`src/rtl/mas_radix_pkg.sv`:
```
// -----------------------------------------------------------------------------
// mas_radix_pkg
// Shared types for the radix-4 Booth sequential multiplier.
//   booth_op_t    : decoded action for one Booth digit
//   mult_state_t  : control state of the iterative multiplier
//   booth_decode(): maps a 3-bit overlapping multiplier window to its action
// -----------------------------------------------------------------------------
package mas_radix_pkg;

  typedef enum logic [2:0] {
    BOOTH_ZERO,
    BOOTH_P1,
    BOOTH_P2,
    BOOTH_M1,
    BOOTH_M2
  } booth_op_t;

  typedef enum logic [1:0] {
    ST_IDLE,
    ST_BUSY,
    ST_DONE
  } mult_state_t;

  // Window is {b[2i+1], b[2i], b[2i-1]}; the digit value is
  // -2*b[2i+1] + b[2i] + b[2i-1].
  function automatic booth_op_t booth_decode(input logic [2:0] digit);
    booth_op_t op;
    case (digit)
      3'b001, 3'b010: op = BOOTH_P1;
      3'b011:         op = BOOTH_P2;
      3'b100:         op = BOOTH_M2;
      3'b101, 3'b110: op = BOOTH_M1;
      default:        op = BOOTH_ZERO;
    endcase
    return op;
  endfunction

endpackage

```
`src/rtl/mas_radix4_booth_sel.sv`:
```
// -----------------------------------------------------------------------------
// mas_radix4_booth_sel
// Combinational Booth term selector. Produces 0, A or 2A at W+3 bits, already
// bit-inverted when the digit is negative; the caller adds neg_o as carry-in
// to complete the two's-complement negation inside the same addition.
// Ports:
//   digit_i        [2:0]  overlapping multiplier window
//   multiplicand_i [W+1:0] multiplicand, already sign/zero-extended by 2 bits
//   term_o         [W+2:0] selected (possibly inverted) partial term
//   neg_o                  1 when the digit is negative (carry-in of +1)
// -----------------------------------------------------------------------------
module mas_radix4_booth_sel
  import mas_radix_pkg::*;
#(
  parameter int W = 32
) (
  input  logic [2:0]   digit_i,
  input  logic [W+1:0] multiplicand_i,
  output logic [W+2:0] term_o,
  output logic         neg_o
);

  booth_op_t    op;
  logic [W+2:0] mag;

  always_comb begin
    // NOTE: every signal assigned in this block gets a default first, so no
    // path leaves it unassigned and no latch is inferred.
    op    = booth_decode(digit_i);
    mag   = '0;
    neg_o = 1'b0;
    case (op)
      BOOTH_P1: mag = {multiplicand_i[W+1], multiplicand_i};
      BOOTH_P2: mag = {multiplicand_i, 1'b0};
      BOOTH_M1: begin
        mag   = {multiplicand_i[W+1], multiplicand_i};
        neg_o = 1'b1;
      end
      BOOTH_M2: begin
        mag   = {multiplicand_i, 1'b0};
        neg_o = 1'b1;
      end
      default: ;
    endcase
    term_o = neg_o ? ~mag : mag;
  end

endmodule

```
`src/rtl/mas_radix4_seq_mult.sv`:
```
// -----------------------------------------------------------------------------
// mas_radix4_seq_mult
// Iterative radix-4 Booth multiplier, one Booth digit retired per clock.
// Operands are extended to WIDTH+2 bits so the same datapath is exact for
// signed and unsigned operation; NDIG = WIDTH/2+1 digits are processed.
// Ports:
//   clk, rst_n               clock, asynchronous active-low reset
//   in_valid / in_ready      operand handshake (ready only in IDLE)
//   a_i, b_i [WIDTH-1:0]     multiplicand / multiplier
//   signed_i                 1: two's complement operands, 0: unsigned
//   out_valid / out_ready    product handshake (valid only in DONE)
//   prod_o [2*WIDTH-1:0]     registered full-precision product
//   busy_o                   high while computing or holding a result
// -----------------------------------------------------------------------------
module mas_radix4_seq_mult
  import mas_radix_pkg::*;
#(
  parameter int WIDTH = 32
) (
  input  logic                 clk,
  input  logic                 rst_n,
  input  logic                 in_valid,
  output logic                 in_ready,
  input  logic [WIDTH-1:0]     a_i,
  input  logic [WIDTH-1:0]     b_i,
  input  logic                 signed_i,
  output logic                 out_valid,
  input  logic                 out_ready,
  output logic [2*WIDTH-1:0]   prod_o,
  output logic                 busy_o
);

  localparam int NDIG = WIDTH / 2 + 1;
  localparam int CW   = $clog2(NDIG);
  localparam int EW   = WIDTH + 2;   // extended operand width
  localparam int AW   = WIDTH + 4;   // accumulator (upper product) width

  mult_state_t          state_q;
  logic [CW-1:0]        cnt_q;
  logic [EW-1:0]        a_q;
  logic [EW-1:0]        b_q;         // multiplier, shifted right 2 per digit
  logic                 bprev_q;     // b[2i-1] for the current digit
  logic [AW-1:0]        acc_q;       // upper part of the running product
  logic [EW-1:0]        lo_q;        // product bits shifted out of acc_q
  logic [2*WIDTH-1:0]   prod_q;
  logic                 in_ready_q;
  logic                 out_valid_q;
  logic                 busy_q;

  logic [EW-1:0]        a_ext;
  logic [EW-1:0]        b_ext;
  logic [2:0]           digit;
  logic [EW:0]          term;
  logic                 neg;
  logic [AW-1:0]        sum;
  logic [AW-1:0]        acc_d;
  logic [EW-1:0]        lo_d;
  logic [2*WIDTH-1:0]   prod_d;

  assign a_ext = signed_i ? {{2{a_i[WIDTH-1]}}, a_i} : {2'b00, a_i};
  assign b_ext = signed_i ? {{2{b_i[WIDTH-1]}}, b_i} : {2'b00, b_i};
  assign digit = {b_q[1:0], bprev_q};

  mas_radix4_booth_sel #(
    .W (WIDTH)
  ) u_booth_sel (
    .digit_i        (digit),
    .multiplicand_i (a_q),
    .term_o         (term),
    .neg_o          (neg)
  );

  // One adder: the term enters at the weight of the current digit (the top of
  // the running product), the carry-in finishes the negation, and the sum is
  // shifted right by one digit with its two LSBs moving into lo.
  assign sum   = acc_q + {term[EW], term} + AW'(neg);
  assign acc_d = {{2{sum[AW-1]}}, sum[AW-1:2]};
  assign lo_d  = {sum[1:0], lo_q[EW-1:2]};
  // After the last digit {acc_d, lo_d} is the exact product; keep 2*WIDTH bits.
  assign prod_d = {acc_d[WIDTH-3:0], lo_d};

  // NOTE: state registers use non-blocking assignments so every register
  // samples the pre-edge values of the others, independent of statement order.
  // NOTE: the datapath registers are reset too; they are few and a clean
  // known state after reset costs nothing here (no memory arrays involved).
  always_ff @(posedge clk or negedge rst_n) begin
    if (!rst_n) begin
      state_q     <= ST_IDLE;
      cnt_q       <= '0;
      a_q         <= '0;
      b_q         <= '0;
      bprev_q     <= 1'b0;
      acc_q       <= '0;
      lo_q        <= '0;
      prod_q      <= '0;
      in_ready_q  <= 1'b1;
      out_valid_q <= 1'b0;
      busy_q      <= 1'b0;
    end else begin
      case (state_q)
        ST_IDLE: begin
          if (in_valid) begin
            a_q        <= a_ext;
            b_q        <= b_ext;
            bprev_q    <= 1'b0;
            acc_q      <= '0;
            lo_q       <= '0;
            cnt_q      <= '0;
            state_q    <= ST_BUSY;
            in_ready_q <= 1'b0;
            busy_q     <= 1'b1;
          end
        end
        ST_BUSY: begin
          acc_q   <= acc_d;
          lo_q    <= lo_d;
          b_q     <= {2'b00, b_q[EW-1:2]};
          bprev_q <= b_q[1];
          if (cnt_q == CW'(NDIG - 1)) begin
            cnt_q       <= '0;
            prod_q      <= prod_d;
            state_q     <= ST_DONE;
            out_valid_q <= 1'b1;
          end else begin
            cnt_q <= cnt_q + CW'(1);
          end
        end
        ST_DONE: begin
          if (out_ready) begin
            state_q     <= ST_IDLE;
            out_valid_q <= 1'b0;
            in_ready_q  <= 1'b1;
            busy_q      <= 1'b0;
          end
        end
        default: begin
          state_q     <= ST_IDLE;
          out_valid_q <= 1'b0;
          in_ready_q  <= 1'b1;
          busy_q      <= 1'b0;
        end
      endcase
    end
  end

  assign in_ready  = in_ready_q;
  assign out_valid = out_valid_q;
  assign prod_o    = prod_q;
  assign busy_o    = busy_q;

endmodule
```
`config.mk`:
```
export PLATFORM = sky130hd
export DESIGN_NAME = mas_radix4_seq_mult
export DESIGN_NICKNAME = d
export VERILOG_FILES = /design/src/rtl/mas_radix_pkg.sv /design/src/rtl/mas_radix4_booth_sel.sv /design/src/rtl/mas_radix4_seq_mult.sv
export SDC_FILE = /design/constraint.sdc
export NUM_CORES = 1
export LEC_CHECK = 0
export CORE_UTILIZATION = 54
export DETAILED_ROUTE_END_ITERATION = 10
export MAX_ROUTING_LAYER = met4
export PLACE_DENSITY = 0.77
export SETUP_SLACK_MARGIN = 0.15
export SKIP_LAST_GASP = 1
export SLEW_MARGIN = 20
export SYNTH_ARGS = -nofsm -noshare
export SYNTH_HDL_FRONTEND = slang
export SYNTH_HIERARCHICAL = 1
export SYNTH_SLANG_ARGS = --single-unit
```
`constraint.sdc`:
```
create_clock -name clk -period 9.6 [get_ports clk]
set_input_delay 1.92 -clock clk [delete_from_list [all_inputs] [get_ports clk]]
set_output_delay 1.92 -clock clk [all_outputs]
set_load 0.02 [all_outputs]
```
==> flow_metrics.py <==
metrics = {
    "global_route": {
        "overflow": 0,
        "grt_max_degree": 94,
        "grt_pass1_wl_um": 42210,
        "grt_pass1_vias": 8396,
        "grtUsageTotal_pct": 24.92,
        "antenna_found_initial": 0,
    },
    "cells_and_area": {
        "fillers": 1618,
        "fin_util_pct": 66.12,
        "final_nets": 1341,
        "syn2layout_area_growth_pct": 20.07,
        "drive_above_1_share_pct": 11.76,
        "antennaDiodeCount": 0,
    },
    "synthesis": {
        "ys_ff_latch": 207,
        "synth_compound_area_share_pct": 17.63,
        "synth.area.top_cells": "dfrtp_1 (46%), nand2_1 (9.3%), mux2_2 (4.8%)",
        "yosys.area_share.simple_pct": 17.07,
        "synth_top_area_share_pct": 46.41,
        "synth_top_family_by_area": "compound AO/OA/AOI/OAI gates",
        "synth_most_common_cell": "nand2_1",
        "synth_nets": 1252,
        "syn_avg_cell_area_um2": 9.700,
        "ys_seq_area_share_pct": 46.65,
        "synth_fa_ha_area_share_pct": 4.416,
        "ys_types": 65,
        "syn_area_um2": 11110,
        "synth-xor-area-share_pct": 5.126,
        "synth_commonest_cells": "nand2_1 (276), dfrtp_1 (206), o21ai_0 (74)",
        "ys_warn_count": 6,
        "synth_mux_area_share_pct": 5.047,
        "synth_edf_count": 0,
        "async_flop_share_pct": 100.0,
        "synthFlopType": "dfrtp_1",
        "syn_inst": 1145,
        "yosysTopAreaCell": "dfrtp_1",
    },
    "clocking": {
        "clk_pin_slew_worst_paths_ns": 0.06,
        "hold_buffers": 0,
        "cts_root_buf": "clkbuf_16",
        "cts_buffers": 22,
        "clock_path_buffers": 3,
        "clock_latency_ns": 0.51,
        "cts.sinks": 207,
        "cts_tree": "built",
        "h-tree-depth": 1,
        "cts_setup_buffers": 0,
        "cts_resized": 0,
    },
    "sta": {
        "finalHoldViolations": 0,
        "worstMarginPinSlew_ns": 0.9554,
        "fmax_mhz": 208.4,
        "clock_skew_ns": 0.01484,
        "finalCriticalPeriod_ns": 4.799,
        "setup_violations": 0,
        "slew_violations": 0,
        "period_share_pct": 49.99,
        "finalSetupTns_ns": 0,
        "rsz0062_at_grt": "no",
        "slew-limit-headroom_pct": 36.30,
        "fin_ws_ns": 4.801,
    },
    "place": {
        "port_buffers": 135,
        "dp_hpwl_um": 16530,
        "gp_congestion": 0.8891,
        "dpl_worst_slack_ns": 4.740,
    },
    "setup_path": {
        "worstSetupPathType": "reg2reg",
        "crit_required_ns": 9.98,
        "cp_max_fo": 72,
        "startpoint_type": "flop",
        "slowest_delay_ns": 0.60,
        "end_kind": "flop",
        "crit_buf_inv": 3,
        "crit_slowest_cell": "buf_4",
        "crit_arrival_ns": 5.18,
        "critical_path.cell_chain": "buf_4, or3b_1, buf_4, o221ai_1, inv_1, fa_1, nor2b_1, o2111ai_1, a21oi_1, o211ai_1, a211oi_2, o21ai_1, a31oi_2, xor2_1, mux2_1",
        "crit_path_frequent_cell": "buf_4",
        "path_delay_family": "compound AO/OA/AOI/OAI gates",
    },
    "die": {
        "die_width_um": 145.4,
        "coreArea_um2": 20170,
        "num_rows": 52,
        "initial_core_util_pct": 55.07,
        "io_pins": 136,
        "fp.dieH_um": 145.4,
        "die_area_um2": 21150,
    },
    "routing": {
        "drt_first_pass_iters": 5,
        "wire_per_inst_um": 16.53,
        "drcViolationCount": 0,
        "drtAntennaViolNets": 0,
        "routed_wl_um": 25120,
        "via_count": 8687,
        "vias_per_cell": 5.715,
        "drt_iter0_drc": 556,
    },
    "min_path": {
        "hold_class": "reg2reg",
    },
    "run_status": {
        "status": "finished clean",
    },
    "flow_run": {
        "drv_cap": 0,
    },
}
[per-stage QoR]
stage | instance area (um2) | instances | hold WS [ns]
floorplan | 11110 | 1145 | 0.4541
global placement | 12540 | 1480 | 0.4613
detailed placement | 12540 | 1480 | 0.4734
CTS | 13340 | 1520 | 0.4870
global route | 13340 | 1520 | 0.5087
finish | 13340 | 1520 | 0.4829
[area by class of cell]
cell class	count	area (um2)	share of cell area (%)
multi-input combinational	842	5514	41.35
sequential	207	5182	38.86
timing repair buffer	148	1453	10.89
clock buffer	31	645.6	4.841
tap	270	337.8	2.533
clock inverter	9	155.1	1.163
inverter	13	48.80	0.3659
[per-layer routing]
| metal | share of wire [%] | GRT usage (%) | vias up |
|---|---|---|---|
| li1 | - | - | 4217 |
| met1 | 46 | 33.87 | 4196 |
| met2 | 47 | 39.06 | 226 |
| met3 | 4.5 | 3.166 | 48 |
| met4 | 2.5 | 7.947 | 0 |
| met5 | 0 | - | - |
[cell families after synthesis]
kind of cell,after synthesis
muxes,50
buffers and inverters,96
DFF,207
xor gates and xnor gates,65
AOI/OAI and AO/OA,265
and+or+nand+nor,424
adders and majority gates,38
[flip-flops by register name, summed over array words and instances (netlist names)]
| name | count |
|---|---|
| busy_o | 1 |
| bprev_q | 1 |
| in_ready | 1 |
| out_valid | 1 |
| lo_q | 32 |
| cnt_q | 5 |
| prod_o | 64 |
| a_q | 33 |
| acc_q | 34 |
| state_q | 2 |
| b_q | 33 |
[placed cells by master (no fill, tap or decap), types with 23 or more instances in the layout]
cell / instances
a21oi_1: 35
a31oi_1: 37
clkbuf_16: 23
clkdlybuf4s50_1: 134
dfrtp_1: 205
ha_1: 36
mux2_2: 47
nand2_1: 275
nand3_1: 27
nand4b_1: 33
nor2_1: 51
o21ai_0: 74
o221ai_2: 30
xnor2_1: 48
[worst reg2reg max path, cell delays in order (launching register included)]
cell       delay, ns
dfrtp_2         0.34
buf_4           0.60
or3b_1          0.43
buf_4           0.30
o221ai_1        0.31
inv_1           0.10
fa_1            0.44
nor2b_1         0.17
o2111ai_1       0.16
a21oi_1         0.26
o211ai_1        0.21
a211oi_2        0.40
o21ai_1         0.15
a31oi_2         0.31
xor2_1          0.17
mux2_1          0.32
[worst paths after layout]
path                       slack, ns    endpoint  depth (start not counted)       start
max reg2reg                     4.80  prod_o[62]                         15      b_q[1]
min reg2reg                     0.48  prod_o[46]                          2  prod_o[46]
min in group asynchronous       1.49      a_q[6]                          1       rst_n
max in group asynchronous       6.15  prod_o[32]                          3       rst_n
max                             4.80  prod_o[62]                         15      b_q[1]
min                             0.48  prod_o[46]                          2  prod_o[46]
Power is not shown: default switching activity piles up to over one toggle a cycle in this logic, so the estimate is an artifact.
